File: config.mk
export PLATFORM = sky130hd
export DESIGN_NAME = siso_word_deserializer
export DESIGN_NICKNAME = d
export VERILOG_FILES = /design/src/rtl/siso_deser_pkg.sv /design/src/rtl/siso_deser_out_buf.sv /design/src/rtl/siso_word_deserializer.sv
export SDC_FILE = /design/constraint.sdc
export NUM_CORES = 1
export LEC_CHECK = 0
export ABC_CLOCK_PERIOD_IN_PS = 5100
export BUFFER_PORTS_ARGS = -buffer_cell sky130_fd_sc_hd__buf_2
export CAP_MARGIN = 20
export CORE_MARGIN = 2
export CORE_UTILIZATION = 50
export CTS_BUF_LIST = sky130_fd_sc_hd__clkbuf_4 sky130_fd_sc_hd__clkbuf_8
export DETAILED_ROUTE_END_ITERATION = 6
export PLACE_DENSITY = 0.79
export SKIP_LAST_GASP = 1
export SYNTH_ARGS = -nofsm -noshare
export SYNTH_HDL_FRONTEND = slang
export SYNTH_SLANG_ARGS = --single-unit
export TNS_END_PERCENT = 50
File: constraint.sdc
create_clock -name Clk_In -period 5.1 [get_ports Clk_In]
set_input_delay 0.765 -clock Clk_In [delete_from_list [all_inputs] [get_ports Clk_In]]
set_output_delay 0.765 -clock Clk_In [all_outputs]
set_load 0.05 [all_outputs]
File: src/rtl/siso_deser_pkg.sv
// Shared types and helpers for the SISO word deserializer.
// The optional parity feature is enabled by defining SISO_DESER_PARITY_EN.
package siso_deser_pkg;

    typedef enum logic [1:0] {
        IDLE    = 2'd0,
        RECEIVE = 2'd1,
        PARITY  = 2'd2
    } state_t;

    localparam int DEFAULT_WIDTH = 16;

    // Width needed to count 0..w inclusive.
    function automatic int cnt_width(input int w);
        return $clog2(w + 1);
    endfunction

endpackage

File: src/rtl/siso_deser_out_buf.sv
// One-entry valid/ready output buffer: loads when empty or draining in the same cycle,
// otherwise reports the incoming word as dropped and keeps its contents.
module siso_deser_out_buf
    import siso_deser_pkg::*;
#(
    parameter int DW = DEFAULT_WIDTH
) (
    input  logic          clk,
    input  logic          rst_n,
    input  logic          load_i,
    input  logic [DW-1:0] data_i,
    input  logic          ready_i,
    output logic          valid_o,
    output logic [DW-1:0] data_o,
    output logic          accepted_o,
    output logic          dropped_o
);

    logic          valid_q, valid_d;
    logic [DW-1:0] data_q, data_d;
    logic          can_load;

    assign accepted_o = valid_q & ready_i;
    assign can_load   = ~valid_q | ready_i;
    assign dropped_o  = load_i & ~can_load;

    // Data is only rewritten on a load, so it holds after the consumer drains it.
    always_comb begin
        valid_d = valid_q;
        data_d  = data_q;
        if (load_i && can_load) begin
            valid_d = 1'b1;
            data_d  = data_i;
        end else if (accepted_o) begin
            valid_d = 1'b0;
        end
    end

    always_ff @(posedge clk or negedge rst_n) begin
        if (!rst_n) begin
            valid_q <= 1'b0;
            data_q  <= '0;
        end else begin
            valid_q <= valid_d;
            data_q  <= data_d;
        end
    end

    assign valid_o = valid_q;
    assign data_o  = data_q;

endmodule

File: src/rtl/siso_word_deserializer.sv
// Serial-to-parallel word receiver: MSB-first strobed capture into a one-entry output buffer.
// Define SISO_DESER_PARITY_EN to add a trailing even-parity bit per word and Parity_Error_Out.
module siso_word_deserializer
    import siso_deser_pkg::*;
#(
    parameter int WIDTH      = DEFAULT_WIDTH,
    parameter bit CONTINUOUS = 1'b0
) (
    input  logic                          Clk_In,
    input  logic                          Reset_N_In,
    input  logic                          Enable_In,
    input  logic                          Frame_Start_In,
    input  logic                          Shift_Data_Signal_In,
    input  logic                          Serial_Data_In,
    output logic [WIDTH-1:0]              Parallel_Data_Out,
    output logic                          Data_Valid_Out,
    input  logic                          Data_Ready_In,
    output logic [cnt_width(WIDTH)-1:0]   Bit_Count_Out,
`ifdef SISO_DESER_PARITY_EN
    output logic                          Parity_Error_Out,
`endif
    output logic [1:0]                    Fsm_State_Out,
    output logic                          Overflow_Out,
    input  logic                          Overflow_Clear_In
);

    localparam int CW = cnt_width(WIDTH);
    localparam logic [CW-1:0] LAST_IDX = CW'(WIDTH - 1);
    localparam logic [CW-1:0] ONE      = CW'(1);
`ifdef SISO_DESER_PARITY_EN
    localparam int BW = WIDTH + 1;
`else
    localparam int BW = WIDTH;
`endif

    state_t            state_q, state_d, after_word;
    logic [WIDTH-1:0]  sreg_q, sreg_d, shifted;
    logic [CW-1:0]     count_q, count_d;
    logic              ovf_q, ovf_d;
    logic              fs, sh, word_done;
    logic [BW-1:0]     buf_in, buf_out;
    logic              buf_dropped, unused_accepted;

    assign fs         = Enable_In & Frame_Start_In;
    assign sh         = Enable_In & Shift_Data_Signal_In;
    assign shifted    = {sreg_q[WIDTH-2:0], Serial_Data_In};
    assign after_word = CONTINUOUS ? RECEIVE : IDLE;

    // A frame start always wins and restarts the word, capturing a coincident bit.
    always_comb begin
        state_d   = state_q;
        sreg_d    = sreg_q;
        count_d   = count_q;
        word_done = 1'b0;
        if (fs) begin
            state_d = RECEIVE;
            count_d = '0;
            if (sh) begin
                sreg_d  = shifted;
                count_d = ONE;
            end
        end else if (sh) begin
            case (state_q)
                RECEIVE: begin
                    sreg_d = shifted;
                    if (count_q == LAST_IDX) begin
`ifdef SISO_DESER_PARITY_EN
                        state_d = PARITY;
                        count_d = CW'(WIDTH);
`else
                        state_d   = after_word;
                        count_d   = '0;
                        word_done = 1'b1;
`endif
                    end else begin
                        count_d = count_q + ONE;
                    end
                end
                PARITY: begin
                    state_d   = after_word;
                    count_d   = '0;
                    word_done = 1'b1;
                end
                default: ;
            endcase
        end
    end

`ifdef SISO_DESER_PARITY_EN
    // Error flag is set when data plus parity bit carry an odd number of ones.
    assign buf_in = {^{sreg_q, Serial_Data_In}, sreg_q};
`else
    assign buf_in = shifted;
`endif

    always_comb begin
        ovf_d = ovf_q;
        if (Overflow_Clear_In) ovf_d = 1'b0;
        if (buf_dropped)       ovf_d = 1'b1;
    end

    always_ff @(posedge Clk_In or negedge Reset_N_In) begin
        if (!Reset_N_In) begin
            state_q <= IDLE;
            sreg_q  <= '0;
            count_q <= '0;
            ovf_q   <= 1'b0;
        end else begin
            state_q <= state_d;
            sreg_q  <= sreg_d;
            count_q <= count_d;
            ovf_q   <= ovf_d;
        end
    end

    siso_deser_out_buf #(
        .DW (BW)
    ) u_out_buf (
        .clk        (Clk_In),
        .rst_n      (Reset_N_In),
        .load_i     (word_done),
        .data_i     (buf_in),
        .ready_i    (Data_Ready_In),
        .valid_o    (Data_Valid_Out),
        .data_o     (buf_out),
        .accepted_o (unused_accepted),
        .dropped_o  (buf_dropped)
    );

    assign Parallel_Data_Out = buf_out[WIDTH-1:0];
`ifdef SISO_DESER_PARITY_EN
    assign Parity_Error_Out  = buf_out[WIDTH];
`endif
    assign Bit_Count_Out     = count_q;
    assign Overflow_Out      = ovf_q;
    assign Fsm_State_Out     = state_q;

endmodule
Yosys cells after proc, flatten, opt, wreduce, memory -nomap -nowiden. Cells that the tools add are included.

$add $sub $neg: 1. Equal/unequal tests: 4. Mux-type cells: 21. Bitwise logic cells: 7. Reduce and logical (&&, ||, !) cells: 9.

Operator list (number): $mux 15 (4); $mux 5 (3); $pmux 5 s2 (1); $mux 1 (8); $reduce_bool 2->1 (4); $mux 2 (3); $add 5x1->5 const B (1); $eq 5x4->1 const B (1); $and 1x1->1 (4); $pmux 2 s2 (1); $reduce_and 2->1 (2); $ne 3x3->1 const B (1); $reduce_and 3->1 (1); $reduce_bool 3->1 (1); $eq 2x1->1 const B (1); $eq 2x2->1 const B (1); $not 1->1 (2); $pmux 1 s2 (1); $logic_and 1x1->1 (1); $or 1x1->1 (1).

Register bits: 40. Bits of input ports: 8. Output and inout port bits: 25. Word-level logic and storage cells: 48.

Depth between registers and ports, before layout.
Word-level depth: 7. Depth in mapped cells: 5. Mapped depth without buffers: 4.

Cells and area by module. From an unflattened synthesis, not the netlist that was laid out.

Cell total of the unflattened synthesis: 113. Area, all modules: 1685.4 µm².

Modules (own cells, without submodules): siso_word_deserializer (instances 1, cells each 73, area an instance 978.4 µm², sequential area each 550.5 µm²); siso_deser_out_buf (instances 1, cells each 40, area an instance 706.9 µm², sequential area each 425.4 µm²).

Least setup slack after synthesis. OpenSTA, ideal clock, no wires.

Path type: flip-flop to flip-flop. From: register count_q[0], in the netlist Bit_Count_Out[0]. To: register u_out_buf.data_q[0], in the netlist u_out_buf.data_o[0]. Setup time: 125 ps. Arrival time: 2118 ps. Data required time: 4975 ps. Setup slack: 2857 ps. Cell stages (with the launch flop): 6. Buffers on the path: 1. Period minus slack after synthesis: 2243 ps. Cell sequence: dfrtp_1 > ha_1 > nand4b_4 > nor4b_4 > buf_6 > mux2_2.

Cells in the longest elaborated chain, start to end: 6.

Ends and longest elaborated chain: start: declaration (RTL line siso_word_deserializer.sv:38) `logic [CW-1:0] count_q, count_d;`; start signal: assignment (RTL line siso_word_deserializer.sv:111) `count_q <= count_d;`; $eq 5x4->1 (RTL line siso_word_deserializer.sv:66) `if (count_q == LAST_IDX) begin`; $mux 1 (RTL line siso_word_deserializer.sv:66); $pmux 1 s2 (RTL line siso_word_deserializer.sv:63) `case (state_q)`; $mux 1 (RTL line siso_word_deserializer.sv:62) `end else if (sh) begin`; $mux 1 (RTL line siso_word_deserializer.sv:55) `if (fs) begin`; $logic_and 1x1->1 (RTL line siso_deser_out_buf.sv:31) `if (load_i && can_load) begin`; end signal: assignment (RTL line siso_deser_out_buf.sv:45) `data_q <= data_d;`; end: declaration (RTL line siso_deser_out_buf.sv:20) `logic [DW-1:0] data_q, data_d;`.

Every way passes these cells. A chain may end at the register's enable or synchronous reset.

Final worst setup path.
From: register count_q[0], in the netlist Bit_Count_Out[0]. To: register u_out_buf.data_q[5], in the netlist u_out_buf.data_o[5].

The elaborated chain is that of the path after synthesis.

==> impl_metrics.py <==
metrics = {
    "sta": {
        "rsz0062_at_grt": "false",
        "setup_viol": 0,
        "finClkSkew_ns": 0.00652,
        "relSlewSlack_pct": 30.6,
        "period_share_pct": 45.9,
        "postLayoutSetupSlackWorst_ns": 2.76,
        "tightest_slew_ns": 1.04,
        "final_hold_viol_count": 0,
        "fmax_ghz": 0.427,
        "slew_violations": 0,
        "setup_tns_ns": 0,
        "period_minus_slack_ns": 2.34,
    },
    "floorplan": {
        "initial_core_util_pct": 51.8,
        "core.rowCount": 20,
        "die_width_um": 60.0,
        "core_area_mm2": 0.00303,
        "fp.dieH_um": 60.0,
        "pin_count": 33,
        "dieArea_mm2": 0.00360,
    },
    "grt": {
        "overflow": 0,
        "track_usage_pct": 16.5,
        "grt_pass1_vias": 954,
        "antenna_found_initial": 0,
        "grt_pass1_wl_um": 4220,
        "grt_max_degree": 40,
    },
    "pwr": {
        "power_frac_seq_pct": 59.3,
        "p_per_area_mw_per_mm2": 371,
        "swShare_pct": 26.8,
        "p_int_w": 0.000498,
        "peakVddDrop_v": 0.000244,
        "leakage_nw": 0.982,
        "combPwrFrac_pct": 14.0,
        "power_switching_w": 0.000182,
        "pwr-share-clk_pct": 26.7,
    },
    "synth": {
        "syn-instance-count": 104,
        "ys_seq_area_share_pct": 62.2,
        "synth_area_mm2": 0.00157,
        "synth.avg_cell_area_um2": 15.1,
        "ys_warn_count": 0,
        "synth_cell_type_count": 26,
        "ys_ff_latch": 39,
        "synth_nets": 113,
    },
    "clock_tree": {
        "numCtsBuffers": 5,
        "cts_tree": "done",
        "clockBufferDepth": 2,
        "cts_resized": 0,
        "cts.sinks": 39,
        "cts_post_setup_buffers_inserted": 0,
        "clk_pin_slew_worst_paths_ns": 0.11,
        "clockRootBuffer": "clkbuf_4",
        "cts_hold_buf": 0,
        "clk_latency_ns": 0.34,
        "cts_max_level": 2,
    },
    "critical_path": {
        "critPathBufInv": 0,
        "criticalPathCategory": "register to register",
        "ff2ff_setup_slack_ns": 2.76,
        "cpPeakStageDelay_ns": 0.92,
        "critPathTopFamily": "simple AND/OR/NAND/NOR gates",
        "critPathSlowestCell": "nor4b_4",
        "end_kind": "register",
        "crit_fanout": 16,
        "path_cells": "ha_1, nand4b_4, nor4b_4, mux2_2",
        "startpoint_type": "register",
        "crit_required_ns": 5.33,
        "arrival_ns": 2.58,
    },
    "placement": {
        "globalplace.congestion": 0.921,
        "port_buffers": 31,
        "place_ws_ns": 2.52,
        "post_dp_cell_area_mm2": 0.00176,
        "placedCellCount": 177,
        "hpwl_um": 1820,
    },
    "finish": {
        "layout_commonest_cell": "dfrtp_1",
        "final_cell_mix": "dfrtp_1 (39), mux2_2 (31), buf_2 (31), clkbuf_4 (6), nand2_1 (5)",
        "layoutNonFillerInstCount": 185,
        "drive_above_1_share_pct": 52.5,
        "n_antenna_cell": 0,
        "area_delta_synth_final_pct": 17.0,
        "final_cell_area_mm2": 0.00184,
        "final_nets": 149,
    },
    "drt": {
        "vias": 997,
        "wl_per_cell_um": 14.1,
        "detail-route-antenna-nets": 0,
        "avgViaCountPerCell": 5.39,
        "wirelength_um": 2610,
        "drc": 0,
        "drt_iter0_drc": 66,
        "drt-pass1-iter-count": 4,
    },
    "run": {
        "drv_cap": 0,
    },
    "run_status": {
        "outcome": "completed",
    },
    "hold_path": {
        "hold_class": "input port to asynchronous set/reset pin",
    },
}
-- sequential cells by signal, summed over array words and instances (netlist names) --
| name | cells |
|---|---|
| sreg_q | 15 |
| Fsm_State_Out | 1 |
| u_out_buf.valid_o | 1 |
| u_out_buf.data_o | 16 |
| Overflow_Out | 1 |
| Bit_Count_Out | 5 |
-- power groups by stage --
stage | Combinational (W) | Sequential, W | Clock (W)
after floorplan | 0.0000612 | 0.000408 | 0
after global placement | 0.0000920 | 0.000404 | 0
after detailed placement | 0.0000972 | 0.000411 | 0
after CTS | 0.0000973 | 0.000405 | 0.000187
after global routing | 0.000104 | 0.000412 | 0.000202
final | 0.0000955 | 0.000403 | 0.000181
-- metrics by stage --
step / power [W] / utilization, % / hold WS [ns]
finish: 0.000680 / 60.6 / 0.503
global route: 0.000717 / 60.6 / 0.538
CTS: 0.000689 / 60.6 / 0.519
detailed placement: 0.000508 / 58.2 / 0.490
global placement: 0.000496 / 58.2 / 0.483
floorplan: 0.000470 / - / 0.469
-- synthesized netlist by cell type --
cell / count / area share, %
nand2_1: 5 / 1.2
conb_1: 1 / 0.24
nand4_1: 1 / 0.40
a41oi_1: 2 / 1.1
nand4b_4: 1 / 1.5
or3_2: 1 / 0.48
buf_2: 1 / 0.32
xor2_1: 1 / 0.56
nor2_1: 2 / 0.48
o22ai_1: 1 / 0.40
a21o_1: 1 / 0.48
buf_4: 1 / 0.48
ha_1: 1 / 0.80
nand3_1: 3 / 0.96
buf_6: 1 / 0.72
inv_1: 1 / 0.24
nand2b_1: 1 / 0.40
nand3b_1: 1 / 0.48
a21oi_1: 3 / 0.96
mux2_2: 31 / 22
o211ai_1: 1 / 0.48
dfrtp_1: 39 / 62
and2_1: 1 / 0.40
nor4b_4: 1 / 1.5
a311oi_1: 1 / 0.56
and3_1: 1 / 0.40
-- kinds of logic (layout without fill, tap and decap cells) --
logic type / count (synthesis) / after routing / synth area share, %
compound gates: 9 / 9 / 3.99
xor+xnor: 1 / 1 / 0.558
fa+ha+maj: 1 / 1 / 0.797
buf+inv: 4 / 41 / 1.75
flops: 39 / 39 / 62.2
mux: 31 / 31 / 22.2
other cells: 1 / 1 / 0.239
simple gates: 18 / 18 / 8.21
-- layout make-up --
| class | count | area (µm²) |
|---|---|---|
| fill | 248 | 1190 |
| sequential | 39 | 976 |
| multi-input combinational | 61 | 566 |
| timing repair buffer | 32 | 163 |
| clock buffer | 8 | 72.6 |
| tap | 44 | 55.1 |
| inverter | 1 | 3.75 |
-- worst paths after layout --
path	startpoint	endpoint	cells past startpoint
worst max-delay path	Bit_Count_Out[0]	u_out_buf.data_o[5]	4
worst min-delay path	Reset_N_In	Overflow_Out	1
worst max register to register	Bit_Count_Out[0]	u_out_buf.data_o[5]	4
worst min register to register	u_out_buf.data_o[6]	u_out_buf.data_o[6]	1
max in group asynchronous	Reset_N_In	sreg_q[3]	1
min in group Clk_In	u_out_buf.data_o[6]	u_out_buf.data_o[6]	1
-- layer usage --
metal  global-route usage, %  wire, µm
met5                       0         0
met4                    6.35        32
met3                    7.58       206
met2                    26.1      1270
met1                    19.7      1100
Power figures use the tool's default switching activity.
